<file path="src/rtl/av_resp_pkg.sv">
// Shared types and constants for the av_config I2C responder.
package av_resp_pkg;

  typedef enum logic [2:0] {
    IDLE,
    ADDR,
    ACK_ADDR,
    REG_HI,
    ACK_HI,
    DATA_LO,
    ACK_LO,
    IGNORE
  } state_t;

  localparam logic [6:0] RESET_REG        = 7'h0F;
  localparam logic [6:0] DEV_ADDR_DEFAULT = 7'h1A;

  function automatic logic is_data_state(input state_t s);
    return (s == ADDR) || (s == REG_HI) || (s == DATA_LO);
  endfunction

endpackage

</file>
<file path="src/rtl/av_resp_line_sync.sv">
// Bus line synchronizer with registered rise/fall detect; optional 3-sample
// stability filter enabled by AV_RESP_GLITCH_FILTER_EN.
module av_resp_line_sync (
  input  logic i_clk,
  input  logic i_rst,
  input  logic i_line,
  output logic o_level,
  output logic o_rise,
  output logic o_fall
);

  logic r_s1;
  logic r_s2;
  logic r_prev;
  logic r_rise;
  logic r_fall;
  logic w_clean;

  // Idle bus level is high, so reset to 1 to avoid spurious edges.
  always_ff @(posedge i_clk) begin
    if (i_rst) begin
      r_s1 <= 1'b1;
      r_s2 <= 1'b1;
    end else begin
      r_s1 <= i_line;
      r_s2 <= r_s1;
    end
  end

`ifdef AV_RESP_GLITCH_FILTER_EN
  logic r_h1;
  logic r_h2;
  logic r_hold;

  always_ff @(posedge i_clk) begin
    if (i_rst) begin
      r_h1   <= 1'b1;
      r_h2   <= 1'b1;
      r_hold <= 1'b1;
    end else begin
      r_h1   <= r_s2;
      r_h2   <= r_h1;
      r_hold <= w_clean;
    end
  end

  always_comb begin
    w_clean = r_hold;
    if ((r_s2 == r_h1) && (r_h1 == r_h2)) w_clean = r_s2;
  end
`else
  always_comb w_clean = r_s2;
`endif

  // o_level is the delayed copy so it lines up with the registered edges.
  always_ff @(posedge i_clk) begin
    if (i_rst) begin
      r_prev <= 1'b1;
      r_rise <= 1'b0;
      r_fall <= 1'b0;
    end else begin
      r_prev <= w_clean;
      r_rise <= w_clean & ~r_prev;
      r_fall <= ~w_clean & r_prev;
    end
  end

  assign o_level = r_prev;
  assign o_rise  = r_rise;
  assign o_fall  = r_fall;

endmodule

</file>
<file path="src/rtl/av_config_responder.sv">
// WM8731-style write-only I2C register target for the av_config bus.
// Optional input glitch filter: define AV_RESP_GLITCH_FILTER_EN.
module av_config_responder
  import av_resp_pkg::*;
#(
  parameter logic [6:0]  DEV_ADDR = DEV_ADDR_DEFAULT,
  parameter int unsigned NUM_REGS = 16
) (
  input  logic       clk_clk,
  input  logic       reset_reset,
  input  logic       sclk,
  input  logic       sdat_in,
  output logic       sdat_oe,
  output logic       wr_valid,
  output logic [6:0] wr_addr,
  output logic [8:0] wr_data,
  input  logic [3:0] rd_addr,
  output logic [8:0] rd_data,
  output logic       busy,
  output logic [7:0] nack_cnt
);

  localparam int unsigned AW = $clog2(NUM_REGS);

  logic w_scl_lvl, w_scl_rise, w_scl_fall;
  logic w_sda_lvl, w_sda_rise, w_sda_fall;
  logic w_start, w_stop, w_byte_end;
  logic w_nack, w_commit, w_latch_reg;
  logic [8:0] w_wdata;

  state_t r_state, w_next;
  logic [7:0] r_shift;
  logic [2:0] r_bit_cnt;
  logic       r_byte_done;
  logic [6:0] r_reg_addr;
  logic       r_d8;
  logic       r_wr_valid;
  logic [6:0] r_wr_addr;
  logic [8:0] r_wr_data;
  logic [7:0] r_nack_cnt;
  logic [8:0] r_regs [NUM_REGS];

  av_resp_line_sync u_scl (
    .i_clk  (clk_clk),
    .i_rst  (reset_reset),
    .i_line (sclk),
    .o_level(w_scl_lvl),
    .o_rise (w_scl_rise),
    .o_fall (w_scl_fall)
  );

  av_resp_line_sync u_sda (
    .i_clk  (clk_clk),
    .i_rst  (reset_reset),
    .i_line (sdat_in),
    .o_level(w_sda_lvl),
    .o_rise (w_sda_rise),
    .o_fall (w_sda_fall)
  );

  assign w_start    = w_sda_fall & w_scl_lvl;
  assign w_stop     = w_sda_rise & w_scl_lvl;
  // The falling SCLK after the 8th bit is where ACK/NACK is decided.
  assign w_byte_end = w_scl_fall & r_byte_done;
  assign w_wdata    = {r_d8, r_shift};

  always_ff @(posedge clk_clk) begin
    if (reset_reset) r_state <= IDLE;
    else             r_state <= w_next;
  end

  always_comb begin
    w_next      = r_state;
    w_nack      = 1'b0;
    w_commit    = 1'b0;
    w_latch_reg = 1'b0;
    if (w_stop) begin
      w_next = IDLE;
    end else if (w_start) begin
      w_next = ADDR;
    end else begin
      unique case (r_state)
        ADDR: if (w_byte_end) begin
          if ((r_shift[7:1] == DEV_ADDR) && !r_shift[0]) begin
            w_next = ACK_ADDR;
          end else begin
            w_next = IGNORE;
            w_nack = 1'b1;
          end
        end
        ACK_ADDR: if (w_scl_fall) w_next = REG_HI;
        REG_HI: if (w_byte_end) begin
          if (32'(r_shift[7:1]) < NUM_REGS) begin
            w_next      = ACK_HI;
            w_latch_reg = 1'b1;
          end else begin
            w_next = IGNORE;
            w_nack = 1'b1;
          end
        end
        ACK_HI:  if (w_scl_fall) w_next = DATA_LO;
        DATA_LO: if (w_byte_end) w_next = ACK_LO;
        ACK_LO: if (w_scl_fall) begin
          w_next   = IGNORE;
          w_commit = 1'b1;
        end
        default: ;
      endcase
    end
  end

  always_ff @(posedge clk_clk) begin
    if (reset_reset) begin
      r_shift     <= '0;
      r_bit_cnt   <= '0;
      r_byte_done <= 1'b0;
      r_reg_addr  <= '0;
      r_d8        <= 1'b0;
      r_wr_valid  <= 1'b0;
      r_wr_addr   <= '0;
      r_wr_data   <= '0;
      r_nack_cnt  <= '0;
      for (int unsigned i = 0; i < NUM_REGS; i++) r_regs[i] <= '0;
    end else begin
      r_wr_valid <= w_commit;
      if (w_start || w_stop || w_byte_end) begin
        r_bit_cnt   <= '0;
        r_byte_done <= 1'b0;
      end else if (w_scl_rise && !r_byte_done && is_data_state(r_state)) begin
        r_shift   <= {r_shift[6:0], w_sda_lvl};
        r_bit_cnt <= r_bit_cnt + 3'd1;
        if (r_bit_cnt == 3'd7) r_byte_done <= 1'b1;
      end
      if (w_latch_reg) begin
        r_reg_addr <= r_shift[7:1];
        r_d8       <= r_shift[0];
      end
      if (w_commit) begin
        r_wr_addr <= r_reg_addr;
        r_wr_data <= w_wdata;
        if ((r_reg_addr == RESET_REG) && (w_wdata == '0)) begin
          for (int unsigned i = 0; i < NUM_REGS; i++) r_regs[i] <= '0;
        end else begin
          r_regs[r_reg_addr[AW-1:0]] <= w_wdata;
        end
      end
      if (w_nack && (r_nack_cnt != '1)) r_nack_cnt <= r_nack_cnt + 8'd1;
    end
  end

  assign sdat_oe  = (r_state == ACK_ADDR) || (r_state == ACK_HI) || (r_state == ACK_LO);
  assign busy     = (r_state != IDLE);
  assign wr_valid = r_wr_valid;
  assign wr_addr  = r_wr_addr;
  assign wr_data  = r_wr_data;
  assign nack_cnt = r_nack_cnt;
  assign rd_data  = r_regs[rd_addr];

endmodule
</file>
<file path="config.mk">
export PLATFORM = sky130hd
export DESIGN_NAME = av_config_responder
export DESIGN_NICKNAME = d
export VERILOG_FILES = /design/src/rtl/av_resp_pkg.sv /design/src/rtl/av_resp_line_sync.sv /design/src/rtl/av_config_responder.sv
export SDC_FILE = /design/constraint.sdc
export NUM_CORES = 1
export LEC_CHECK = 0
export BUFFER_PORTS_ARGS = -buffer_cell sky130_fd_sc_hd__buf_2
export CAP_MARGIN = 15
export CORE_MARGIN = 5
export CORE_UTILIZATION = 65
export CTS_CLUSTER_SIZE = 40
export DETAILED_ROUTE_END_ITERATION = 16
export PLACE_DENSITY = 0.91
export SYNTH_ARGS = -nofsm -noshare
export SYNTH_HDL_FRONTEND = slang
export SYNTH_SLANG_ARGS = --single-unit
</file>
<file path="constraint.sdc">
create_clock -name clk_clk -period 4.4 [get_ports clk_clk]
set_input_delay 0.22 -clock clk_clk [delete_from_list [all_inputs] [get_ports clk_clk]]
set_output_delay 0.22 -clock clk_clk [all_outputs]
set_load 0.005 [all_outputs]
</file>
==> results.cfg <==
[outcome]
outcome = finished, final reports clean

[finish]
nets = 712
area_growth_pct = 10.71
fillers = 823
diodes = 0
final_util_pct = 73.44
drive_above_1_share_pct = 27.49

[global_route]
grt_pass1_vias = 5753
grt_use_total_pct = 26.62
grt_antenna_before_repair = 0
grt_max_degree = 56
grt_pass1_wl_um = 32420
gr-total-overflow = 0

[timing]
slew_violations = 0
maxSlewHeadroom_pct = 20.82
finalCritPeriodShare_pct = 69.57
setup_tns_ns = 0
maxClockFrequency_mhz = 326.7
skew_ns = 0.01180
min_period_ns = 3.061
rsz0062_at_grt = false
setup_viol = 0
worst_pin_slew_ns = 1.175
hold_viol = 0
holdWs_ns = 0.3554

[clock_tree]
cts-buffers-inserted = 19
numClockSinks = 202
cts_root_buf = clkbuf_16
tritoncts = yes
cts_resized = 0
clk-insertion-delay-late_ns = 0.48
cts.path.max_buffers = 3
clkTransAtPathRegs_ns = 0.06
cts_max_level = 1
cts_setup_buffers = 0
hold_buffers = 2

[placement]
dp_hpwl_um = 13500
numPortBuffers = 43
place_congestion = 0.8875

[synth]
synth.top_cells.by_count = edfxtp_1, nor2_1, dfxtp_1
synthArstFlopShare_pct = 0
post-synth-top-count-cell = edfxtp_1
synthTopCellsByArea = edfxtp_1, dfxtp_1, mux4_2
synth_top_area_share_pct = 49.22
synth_warnings = 0
synth_top_area_cell = edfxtp_1
avgSynthCellArea_um2 = 13.23
postSynthCellCount = 664
synth_edf_count = 144
synthFlopType = edfxtp_1
yosysSeqAreaShare_pct = 62.44
ys_seq_elements = 202
syn_nets = 675
ys_types = 50
synth_area_um2 = 8785

[power_and_ir_drop]
power_density_nw_per_um2 = 403.6
p_leak_nw = 3.382
irDropWorstVdd_uv = 261.5

[worst_hold_path]
hp-class = in -> reg

[routing]
drc = 0
ant_nets = 0
vias = 5700
met3WireLength_um = 1965
top_layer = met4
vias_per_cell = 6.412
met1_length_um = 7422
drt-total-wl_um = 21070
initialDrtViolationCount = 937
firstDrtPassIters = 5
wl_met2_um = 10850
wl_per_cell_um = 23.70

[setup_path]
critPathKind = reg -> reg
crit_path_max_fanout = 15
critPathRequiredTime_ns = 4.58
end_kind = flip-flop
startpoint_type = flip-flop
worstPathArrival_ns = 3.24

[job]
cap_violations = 0

[die]
die_h_um = 126.3
die_area_um2 = 15940
std_cell_rows = 42
coreArea_um2 = 13240
io_pins = 44
die_x_um = 126.3
start_util_pct = 66.34
==> flip-flops by register name, summed over array words and instances, names as in the netlist, 3 cells and up <==
signal / count
r_regs: 144
r_shift: 8
r_state: 3
wr_data: 9
r_bit_cnt: 3
r_reg_addr: 7
wr_addr: 7
nack_cnt: 8
==> layout make-up <==
type	instances	area (µm²)	area share [%]
clock buffer	27	576.8	5.931
inverter	4	15.01	0.1544
tap	176	220.2	2.264
timing repair buffer	61	355.3	3.654
clock inverter	6	35.03	0.3602
sequential	202	5485	56.40
multi-input combinational	413	3038	31.24
==> per-layer routing <==
metal,vias up,track usage [%]
met5,-,0
met4,0,11.04
met3,69,5.461
met2,414,45.32
met1,2752,33.55
li1,2465,-
==> critical path, cell delays in order (launching register included) <==
cell and delay (ns):
dfxtp_1 0.48, nand4_1 0.56, nor2_1 0.47, a41oi_2 0.47, o21ai_0 0.46, buf_2 0.31
==> path summary, 6_finish.rpt <==
check / startpoint / end / slack, ns / depth (start not counted)
hold / removal: reset_reset / nack_cnt[3]$_SDFFE_PP0P_ / 0.36 / 2
setup reg to reg: r_reg_addr[1]$_SDFFE_PP0P_ / r_regs[3][3]$_SDFFCE_PN0P_ / 1.34 / 5
hold reg to reg: u_sda.r_s1$_SDFF_PP1_ / u_sda.r_s2$_SDFF_PP1_ / 0.41 / 1
setup / recovery: r_reg_addr[1]$_SDFFE_PP0P_ / r_regs[3][3]$_SDFFCE_PN0P_ / 1.34 / 5
==> power breakdown <==
part / internal (mW) / leakage (nW) / switching (mW)
clock network: 0.916 / 0.311 / 0.677
registers: 2.10 / 1.83 / 0.0337
logic: 0.0978 / 1.24 / 0.0985
==> layout by cell type (no fill, tap or decap), types with 6 or more instances in the layout <==
cell type,synthesis,layout
edfxtp_1,144,144
or2_2,7,7
mux2i_1,17,17
mux4_2,45,45
a21oi_1,18,18
dfxtp_1,58,58
nand2_1,47,47
nor2b_1,6,6
o21ai_0,18,18
nand2_4,9,9
buf_2,5,48
nor2_1,143,143
clkbuf_16,0,20
buf_4,1,7
nor2_2,36,36
nand3_1,9,9
==> metrics by stage <==
stage	total power, mW	cells	area [µm²]	worst slack (ns)
3_3_place_gp	2.349	845	9026	1.619
4_1_cts	3.927	880	9658	1.351
5_1_grt	4.032	889	9726	1.225
2_1_floorplan	2.286	664	8785	2.137
6_report	3.925	889	9726	1.339
3_5_place_dp	2.361	845	9026	1.414
==> logic make-up (layout without fill, tap and decap cells) <==
group / after synthesis / count (layout) / share of synthesized area (%)
and+or+nand+nor: 296 / 296 / 16.79
DFF: 202 / 202 / 62.44
muxes: 64 / 64 / 13.77
buffers and inverters: 49 / 98 / 3.062
AOI/OAI and AO/OA: 45 / 45 / 3.005
xor gates and xnor gates: 5 / 5 / 0.4985
adders and majority gates: 3 / 3 / 0.4273
Note: power is estimated with default switching activity, not from simulation.
